`config.mk`:
```
export PLATFORM = sky130hd
export DESIGN_NAME = module_captura_operandos
export DESIGN_NICKNAME = d
export VERILOG_FILES = /design/src/rtl/module_captura_operandos_pkg.sv /design/src/rtl/module_detector_flanco.sv /design/src/rtl/module_captura_operandos.sv
export SDC_FILE = /design/constraint.sdc
export NUM_CORES = 1
export LEC_CHECK = 0
export ABC_CLOCK_PERIOD_IN_PS = 5500
export CAP_MARGIN = 5
export CELL_PAD_IN_SITES_DETAIL_PLACEMENT = 0
export CELL_PAD_IN_SITES_GLOBAL_PLACEMENT = 1
export CORE_ASPECT_RATIO = 1.25
export CORE_MARGIN = 1.5
export CORE_UTILIZATION = 42
export CTS_CLUSTER_DIAMETER = 60
export DETAILED_ROUTE_END_ITERATION = 12
export GPL_ROUTABILITY_DRIVEN = 1
export PLACE_DENSITY_LB_ADDON = 0.25
export SETUP_SLACK_MARGIN = 0.2
export SLEW_MARGIN = 20
export SYNTH_ARGS = -nofsm -noshare
export SYNTH_HDL_FRONTEND = slang
export SYNTH_SLANG_ARGS = --single-unit
export TNS_END_PERCENT = 50
```
`constraint.sdc`:
```
create_clock -name clk -period 5.5 [get_ports clk]
set_clock_uncertainty 0.15 [all_clocks]
set_input_delay 0.825 -clock clk [delete_from_list [all_inputs] [get_ports clk]]
set_output_delay 0.825 -clock clk [all_outputs]
set_load 0.01 [all_outputs]
```
`src/rtl/module_captura_operandos_pkg.sv`:
```
// Keypad key codes, key-to-BCD decoding and operand capture states
// shared by the operand entry logic.
package pkg_teclado;

    localparam logic [3:0] K_1   = 4'd0;
    localparam logic [3:0] K_2   = 4'd1;
    localparam logic [3:0] K_3   = 4'd2;
    localparam logic [3:0] K_A   = 4'd3;
    localparam logic [3:0] K_4   = 4'd4;
    localparam logic [3:0] K_5   = 4'd5;
    localparam logic [3:0] K_6   = 4'd6;
    localparam logic [3:0] K_B   = 4'd7;
    localparam logic [3:0] K_7   = 4'd8;
    localparam logic [3:0] K_8   = 4'd9;
    localparam logic [3:0] K_9   = 4'd10;
    localparam logic [3:0] K_C   = 4'd11;
    localparam logic [3:0] K_AST = 4'd12;
    localparam logic [3:0] K_0   = 4'd13;
    localparam logic [3:0] K_NUM = 4'd14;
    localparam logic [3:0] K_D   = 4'd15;

    typedef enum logic [1:0] {
        CAPT_A = 2'd0,
        CAPT_B = 2'd1,
        LISTO  = 2'd2
    } estado_captura_t;

    typedef struct packed {
        logic       is_digit;
        logic [3:0] bcd;
    } tecla_t;

    // Map a scan code to its decimal value; non-digit keys return is_digit=0.
    function automatic tecla_t decodificar_tecla(input logic [3:0] code);
        tecla_t t;
        t.is_digit = 1'b1;
        t.bcd      = 4'd0;
        case (code)
            K_0:     t.bcd = 4'd0;
            K_1:     t.bcd = 4'd1;
            K_2:     t.bcd = 4'd2;
            K_3:     t.bcd = 4'd3;
            K_4:     t.bcd = 4'd4;
            K_5:     t.bcd = 4'd5;
            K_6:     t.bcd = 4'd6;
            K_7:     t.bcd = 4'd7;
            K_8:     t.bcd = 4'd8;
            K_9:     t.bcd = 4'd9;
            default: t.is_digit = 1'b0;
        endcase
        return t;
    endfunction

endpackage

```
`src/rtl/module_detector_flanco.sv`:
```
// Rising-edge detector: pulso is high for the one cycle in which senal is
// high and was low on the previous edge.
module module_detector_flanco (
    input  logic clk,
    input  logic rst,
    input  logic senal,
    output logic pulso
);

    logic senal_q;

    always_ff @(posedge clk) begin
        if (rst) begin
            senal_q <= 1'b0;
        end else begin
            senal_q <= senal;
        end
    end

    // Combinational so the event is acted on at the edge that first samples senal high.
    assign pulso = senal & ~senal_q;

endmodule

```
`src/rtl/module_captura_operandos.sv`:
```
// Builds two BCD operands from keypad events (digits, backspace, clear,
// confirm) and hands them to the arithmetic stage with a listo flag.
module module_captura_operandos
    import pkg_teclado::*;
#(
    parameter int unsigned DIGITOS = 3
) (
    input  logic                         clk,
    input  logic                         rst,
    input  logic [3:0]                   code,
    input  logic                         valido,
    output logic [4*DIGITOS-1:0]         op_a,
    output logic [4*DIGITOS-1:0]         op_b,
    output logic [4*DIGITOS-1:0]         display,
    output logic [$clog2(DIGITOS+1)-1:0] n_dig,
    output logic                         sel_op,
    output logic                         listo
);

    localparam int unsigned W  = 4 * DIGITOS;
    localparam int unsigned NW = $clog2(DIGITOS + 1);

    estado_captura_t state, state_d;
    logic [W-1:0]    cur, cur_d;
    logic [NW-1:0]   n_dig_d;
    logic [W-1:0]    op_a_d, op_b_d, display_d;
    logic            sel_op_d, listo_d;
    logic            evento;
    tecla_t          tecla;

    module_detector_flanco u_flanco (
        .clk   (clk),
        .rst   (rst),
        .senal (valido),
        .pulso (evento)
    );

    always_ff @(posedge clk) begin
        if (rst) begin
            state   <= CAPT_A;
            cur     <= '0;
            n_dig   <= '0;
            op_a    <= '0;
            op_b    <= '0;
            display <= '0;
            sel_op  <= 1'b0;
            listo   <= 1'b0;
        end else begin
            state   <= state_d;
            cur     <= cur_d;
            n_dig   <= n_dig_d;
            op_a    <= op_a_d;
            op_b    <= op_b_d;
            display <= display_d;
            sel_op  <= sel_op_d;
            listo   <= listo_d;
        end
    end

    always_comb begin
        state_d = state;
        cur_d   = cur;
        n_dig_d = n_dig;
        op_a_d  = op_a;
        op_b_d  = op_b;
        tecla   = decodificar_tecla(code);

        if (evento) begin
            case (state)
                LISTO: begin
                    // A new digit starts a fresh calculation; other keys except C are ignored.
                    if (tecla.is_digit) begin
                        state_d = CAPT_A;
                        op_a_d  = '0;
                        op_b_d  = '0;
                        cur_d   = W'(tecla.bcd);
                        n_dig_d = (tecla.bcd != 4'd0) ? NW'(1) : '0;
                    end else if (code == K_C) begin
                        state_d = CAPT_A;
                        op_a_d  = '0;
                        op_b_d  = '0;
                        cur_d   = '0;
                        n_dig_d = '0;
                    end
                end
                default: begin
                    if (tecla.is_digit) begin
                        if (n_dig < NW'(DIGITOS)) begin
                            cur_d = W'({cur, tecla.bcd});
                            if (cur != '0 || tecla.bcd != 4'd0) begin
                                n_dig_d = n_dig + NW'(1);
                            end
                        end
                    end else if (code == K_AST) begin
                        if (n_dig != '0) begin
                            cur_d   = cur >> 4;
                            n_dig_d = n_dig - NW'(1);
                        end
                    end else if (code == K_C) begin
                        cur_d   = '0;
                        n_dig_d = '0;
                    end else if (code == K_A) begin
                        if (state == CAPT_A) begin
                            op_a_d  = cur;
                            state_d = CAPT_B;
                        end else begin
                            op_b_d  = cur;
                            state_d = LISTO;
                        end
                        cur_d   = '0;
                        n_dig_d = '0;
                    end
                end
            endcase
        end

        display_d = (state_d == LISTO) ? op_b_d : cur_d;
        sel_op_d  = (state_d != CAPT_A);
        listo_d   = (state_d == LISTO);
    end

endmodule
```
==> results of run 1 <==
==> metal layers <==
layer | vias to the layer above | track usage
li1 | 1265 | -
met3 | 10 | 0.03125
met5 | - | 0
met4 | 0 | 0.06696
met1 | 1288 | 0.3309
met2 | 101 | 0.4078
==> worst min-delay path by stage <==
stage	startpoint	endpoint	slack, ps	cells past startpoint
floorplan	cur[3]	op_a[3]	320	2
global placement	op_a[9]	op_a[9]	310	2
detailed placement	op_a[9]	op_a[9]	310	2
CTS	op_a[9]	op_a[9]	320	2
global route	op_a[9]	op_a[9]	340	2
finish	op_a[9]	op_a[9]	320	2
==> metrics by stage <==
| stage | area (sq um) | setup WS (ps) | hold WS [ps] |
|---|---|---|---|
| after global routing | 3301 | 1679 | 339.9 |
| final | 3301 | 1918 | 319.7 |
| after global placement | 3189 | 1753 | 308.2 |
| after floorplan | 2740 | 3011 | 321.2 |
| after CTS | 3301 | 1931 | 324.4 |
| after detailed placement | 3189 | 1632 | 309.5 |
==> flip-flops by register name, summed over array words and instances, names as in the netlist <==
name	flops
cur	12
display	12
listo	1
n_dig	2
op_a	12
op_b	12
sel_op	1
state	2
u_flanco.senal_q	1
==> Yosys cell counts, drive strengths merged (2+ instances only) <==
master    n
dfxtp    55
nor3      4
nand2b   15
a21oi    20
a21o      3
or4       2
o211ai    3
or3       4
a2111oi   2
nand2    10
inv      11
mux2i     5
a22o      4
o21ai     8
a311oi    3
and4bb    2
nand3    21
nor2b     5
and3b     2
o21a      2
a221oi    4
nand4     2
clkbuf   16
nor2     37
a22oi    20
and2      7
o22ai    11
a31oi     9
a2bb2oi   2
buf      11
ha        2
a211oi    3
o221ai    2
==> cell type report <==
cell class / count / area (sq um)
clock inverters: 2 / 38.79
repair buffers: 48 / 475.5
fillers: 630 / 2945
well taps: 85 / 106.4
flip-flops and latches: 55 / 1101
clock buffers: 6 / 72.57
multi-input cells: 233 / 1465
inverters: 11 / 41.29
==> power groups by stage <==
stage	Clock (W)	Combinational [W]	Sequential [W]
detailed placement	0	0.0000932	0.000424
global route	0.000294	0.000104	0.000416
floorplan	0	0.0000653	0.000421
finish	0.000277	0.0000946	0.000415
CTS	0.000278	0.0000937	0.000414
global placement	0	0.0000930	0.000424
==> kinds of logic after synthesis <==
family,Yosys count,synth area share
AND/OR/NAND/NOR,119,0.2315
flip-flops,55,0.4018
buffers and inverters,38,0.06347
multiplexers,6,0.02237
AO/OA/AOI/OAI,105,0.2685
adder cells (fa/ha/maj),2,0.009131
XOR/XNOR,1,0.003197
==> worst min-delay path, delay by kind of cell (launching register included) <==
kind / cells / cell delay, ps
and+or+nand+nor: 1 / 60
DFF: 1 / 320
AOI/OAI and AO/OA: 1 / 50
==> results by group, run 1 <==
Synth
  • Mapped cell area: 0.002740 sq mm
  • Syn avg cell area: 8.405 sq um
  • Asr flop ratio synth: 0
  • Synth warn: 0
  • Post-synth EDFFs: 0
  • Synth top area share: 0.4018
  • Top cells by area, synth: dfxtp_1 40%, a22oi_1 5.5%, nor2_1 5.1%
  • Synth unique cells: 57
  • Post-synth top flop: dfxtp_1
  • Mapped Cells: 326
  • Seq/Total Area, Yosys: 0.4018
  • Number of synthesized register bits: 55
  • Syn Nets: 335
  • Largest area contributor in the netlist: dfxtp_1

Placement
  • Placer Congestion: 0.8702
  • HPWL Detailed: 5.595 mm
  • Port Buffers: 46
  • Cells after DPL: 432

Setup path
  • Critical path class: input pin to flip-flop
  • Crit path capture: display[1]
  • Critical Path, Cell by Cell: clkdlybuf4s50_1 > mux2_2 > a21oi_1 > o21ai_1 > a221oi_1 > a2111oi_1
  • FF-to-FF Start: u_flanco.senal_q
  • Worst EP required: 5540 ps
  • Buffers & Inverters on Critical Path: 1
  • Startpoint types: input pin
  • Worst Setup SP: code[0]
  • CP max-delay cell: clkdlybuf4s50_1
  • R2r endpoint: display[10]
  • Critical path's largest stage delay: 950 ps
  • Endpoint class of the critical path: flip-flop
  • Arrival @ worst endpoint: 3630 ps
  • Worst-path fanout max: 25
  • Reg-to-reg setup timing slack: 2900 ps
  • Delay-heaviest family, CP: compound AO/OA/AOI/OAI gates
  • Critical path depth: 6
  • FF-to-FF path depth: 5

Pwr
  • Int Pwr: 0.0005811 W
  • Pwr dens: 238.1 mW/mm^2
  • Final Power: 0.0007859 W
  • Switching part of the total: 0.2606
  • Leakage: 1.150 nW
  • Max VDD drop: 0.1741 mV
  • Clock share of power: 0.352
  • Switching pwr: 0.0002048 W
  • Part of the power in combinational logic: 0.120
  • Seq pwr share: 0.528

Floorplan
  • I/O pin count: 47
  • Die ar.: 0.007021 sq mm
  • Core Box Area: 0.006246 sq mm
  • Row Count: 32
  • Initial Util: 0.4387
  • Die Ht: 93.31 um
  • Chip width: 75.25 um

Routing
  • Routed wire per std cell: 18.55 um
  • Metal3 WL: 429 um
  • DR vias: 2664
  • TritonRoute pass-1 iters: 5
  • Top sig layer: met4
  • Iter 0 DRT Violations: 359
  • WL final: 8.162 mm
  • Via density: 6.055
  • DRC: 0
  • Post-DRT Antenna Nets: 0
  • M1 WL: 3.609 mm
  • Met2 routed WL: 4.004 mm

Global routing
  • Total grt overflow: 0
  • GRT Resource Usage Total: 0.2454
  • Pin count of the biggest net entering global routing: 44
  • Vias in the first global route: 2500
  • Initial antenna violation count: 0
  • Global-route wire length before repair: 13.04 mm

Clocking
  • Cts-stage hold buffer count: 0
  • H-tree depth: 2
  • Max clock buf depth: 2
  • Cts bufs inserted: 5
  • Root buf cell: clkbuf_8
  • Worst-Skew Late Latency: 310 ps
  • Sink Count: 55
  • Clock-pin slew on the worst setup and hold paths: 100 ps
  • Number of gates resized after CTS: 0
  • CTS tree: yes
  • Post-CTS setup buffer count: 0

Timing
  • Final number of hold-violating endpoints: 0
  • FMAX: 279.1 MHz
  • Final period util: 0.6514
  • Min Clock Period, post-route: 3582 ps
  • Worst slew margin: 0.2784
  • Setup TNS: 0 ps
  • Fin. max-slew vios: 0
  • Setup-failing EPs final: 0
  • Worst-margin pin slew: 1075 ps
  • Unrepaired setup endpoints after global routing: false

Min path
  • Hold Crit Class: flip-flop to flip-flop

Finish
  • Diode count: 0
  • Final Util: 0.5284
  • Most frequent cells in the layout: 55 x dfxtp_1, 46 x clkdlybuf4s50_1, 37 x nor2_1, 21 x nand3_1
  • Non-filler instance count after layout: 440
  • Layout area overhead: 20.46%
  • Nets: 363
  • Share of cells above drive strength 1: 0.03380
  • Most common cell after layout, fill and taps aside: dfxtp_1

Outcome
  • Outcome: complete, no violations

Flow run
  • Max cap viols: 0
Power figures use the tool's default switching activity.
==> run 2, diff against run 1 <==
- ABC_CLOCK_PERIOD_IN_PS: 5500 -> 3200
- CORE_UTILIZATION: 42 -> 35
- clock period: 5.5 -> 3.2 ns (I/O delays scaled with it)
==> run 2 against run 1 <==
Clock power increased by 73%. Cell area grew 3.4%. Non-clock buffer count rose by 12. Highest routed layer unchanged. Routed wire length grew 3.1%. Via count down 1.2%. Critical path type unchanged. Clock-buffer cell count is the same. First-iteration DRC count is 31% lower.
==> results by group, run 2 (same netlist as run 1, synthesis figures left out) <==
Outcome
  • Outcome: complete, no violations (unchanged)

Finish
  • Diode count: 0 (unchanged)
  • Most frequent cells in the layout: 55 x dfxtp_1, 46 x clkdlybuf4s50_1, 37 x nor2_1, 21 x nand3_1 (unchanged)
  • Post-route cell area: 0.003412 sq mm (was 0.003301 sq mm)
  • Share of cells above drive strength 1: 0.06540 (was 0.03380)
  • Layout area overhead: 24.52% (was 20.46%)
  • Most common cell after layout, fill and taps aside: dfxtp_1 (unchanged)
  • Nets: 375 (was 363)

Clocking
  • Cts bufs inserted: 5 (unchanged)
  • Worst-Skew Late Latency: 310 ps (about the same)
  • Number of gates resized after CTS: 0 (unchanged)
  • Root buf cell: clkbuf_8 (unchanged)
  • Max clock buf depth: 2 (unchanged)
  • H-tree depth: 2 (unchanged)
  • Post-CTS setup buffer count: 0 (unchanged)
  • Clock-pin slew on the worst setup and hold paths: 100 ps (about the same)
  • CTS tree: yes (unchanged)
  • Sink Count: 55 (unchanged)
  • Cts-stage hold buffer count: 0 (unchanged)

Setup path
  • Worst-path fanout max: 8 (was 25)
  • Worst EP required: 3220 ps (was 5540 ps)
  • CP max-delay cell: clkdlybuf4s50_1 (unchanged)
  • Delay-heaviest family, CP: compound AO/OA/AOI/OAI gates (unchanged)
  • FF-to-FF path depth: 5 (unchanged)
  • Arrival @ worst endpoint: 2700 ps (was 3630 ps)
  • Critical Path, Cell by Cell: clkdlybuf4s50_1 > mux2_2 > a21o_1 > a21oi_1 > a221oi_1 > a2111oi_1 (was clkdlybuf4s50_1 > mux2_2 > a21oi_1 > o21ai_1 > a221oi_1 > a2111oi_1)
  • Startpoint types: input pin (unchanged)
  • Endpoint class of the critical path: flip-flop (unchanged)
  • Buffers & Inverters on Critical Path: 1 (unchanged)
  • Critical path class: input pin to flip-flop (unchanged)
  • Critical path's largest stage delay: 600 ps (was 950 ps)
  • Critical path depth: 6 (unchanged)

Placement
  • HPWL Detailed: 6.030 mm (was 5.595 mm)
  • Pre-CTS setup slack: 116.8 ps (was 1632 ps)
  • Placer Congestion: 0.8759 (was 0.8702)
  • Cell Area, Placed: 0.003301 sq mm (was 0.003189 sq mm)
  • Port Buffers: 46 (unchanged)

Routing
  • Post-DRT Antenna Nets: 0 (unchanged)
  • DR vias: 2631 (was 2664)
  • TritonRoute pass-1 iters: 5 (unchanged)
  • WL final: 8.417 mm (was 8.162 mm)
  • Iter 0 DRT Violations: 249 (was 359)
  • Routed wire per std cell: 18.34 um (was 18.55 um)
  • DRC: 0 (unchanged)
  • Via density: 5.732 (was 6.055)

Pwr
  • Pwr dens: 399.3 mW/mm^2 (was 238.1 mW/mm^2)
  • Switching pwr: 0.0003550 W (was 0.0002048 W)
  • Part of the power in combinational logic: 0.127 (was 0.120)
  • Switching part of the total: 0.2606 (about the same)
  • Seq pwr share: 0.522 (was 0.528)
  • Final Power: 0.001362 W (was 0.0007859 W)
  • Clock share of power: 0.351 (was 0.352)
  • Leakage: 1.214 nW (was 1.150 nW)
  • Max VDD drop: 0.1834 mV (was 0.1741 mV)
  • Int Pwr: 0.001007 W (was 0.0005811 W)

Flow run
  • Max cap viols: 0 (unchanged)

Timing
  • Setup-failing EPs final: 0 (unchanged)
  • Worst slew margin: 0.5488 (was 0.2784)
  • Final number of hold-violating endpoints: 0 (unchanged)
  • Setup TNS: 0 ps (unchanged)
  • Unrepaired setup endpoints after global routing: false (unchanged)
  • Min Clock Period, post-route: 2683 ps
  • Worst-margin pin slew: 676.7 ps (was 1075 ps)
  • Worst setup margin: 517.1 ps (was 1918 ps)
  • FMAX: 372.7 MHz
  • Final period util: 0.8384
  • Fin. max-slew vios: 0 (unchanged)

Global routing
  • Total grt overflow: 0 (unchanged)
  • Initial antenna violation count: 0 (unchanged)
  • Global-route wire length before repair: 14.01 mm (was 13.04 mm)
  • Pin count of the biggest net entering global routing: 35 (was 44)
  • GRT Resource Usage Total: 0.2189 (was 0.2454)
  • Vias in the first global route: 2611 (was 2500)

Min path
  • Hold Crit Class: flip-flop to flip-flop (unchanged)
  • Hold Path Cell Cnt: 2 (unchanged)

Floorplan
  • Initial Util: 0.3659 (was 0.4387)
  • Core Box Area: 0.007488 sq mm (was 0.006246 sq mm)
  • I/O pin count: 47 (unchanged)
  • Die ar.: 0.008372 sq mm (was 0.007021 sq mm)
  • Die Ht: 101.9 um (was 93.31 um)
  • Chip width: 82.14 um (was 75.25 um)
  • Row Count: 35 (was 32)
-- run 2: cell types whose count changed in the layout (fill, tap and decap cells not counted) --
cell / change
buf_12: +1
buf_4: +11
-- run 2: final cells by class --
cell class              instances  area (sq um)
fillers                       758          4076
multi-input cells             233          1465
flip-flops and latches         55          1101
clock inverters                 2         38.79
inverters                      11         41.29
repair buffers                 60         578.1
clock buffers                   6         72.57
well taps                      92         115.1
-- run 2: path summary, 6_finish.rpt --
| kind | from | endpoint | slack [ps] |
|---|---|---|---|
| max | code[3] | display[1] | 520 |
| min reg2reg | op_a[1] | op_a[1] | 320 |
| min | op_a[1] | op_a[1] | 320 |
| max reg2reg | state[0] | display[1] | 700 |
-- run 2: power groups by stage --
stage / registers (W) / logic (W) / clock network [W]
after floorplan: 0.000723 / 0.000112 / 0
after global placement: 0.000728 / 0.000172 / 0
after detailed placement: 0.000727 / 0.000172 / 0
after CTS: 0.000712 / 0.000173 / 0.000492
after global routing: 0.000714 / 0.000191 / 0.000518
final: 0.000712 / 0.000173 / 0.000478
-- run 2: per-layer routing --
layer | wire length, um | vias up | track usage
met5 | 0 | - | 0
met4 | 199 | 0 | 0.07562
li1 | - | 1290 | -
met1 | 3690 | 1258 | 0.2852
met3 | 357 | 15 | 0.03036
met2 | 4170 | 68 | 0.3670
-- run 2: stage by stage --
| stage | instances | hold WS [ps] | util |
|---|---|---|---|
| 3_5_place_dp | 451 | 313.2 | 0.4408 |
| 6_report | 459 | 321.5 | 0.4556 |
| 5_1_grt | 459 | 343.9 | 0.4556 |
| 4_1_cts | 459 | 328.8 | 0.4556 |
| 2_1_floorplan | 326 | 321.2 | - |
| 3_3_place_gp | 451 | 309.0 | 0.4408 |
-- run 2: tightest hold or removal path, delay by kind of cell (launching register included) --
family | cells | cell delay, ps
flip-flops | 1 | 320
AND/OR/NAND/NOR | 1 | 60
AO/OA/AOI/OAI | 1 | 50
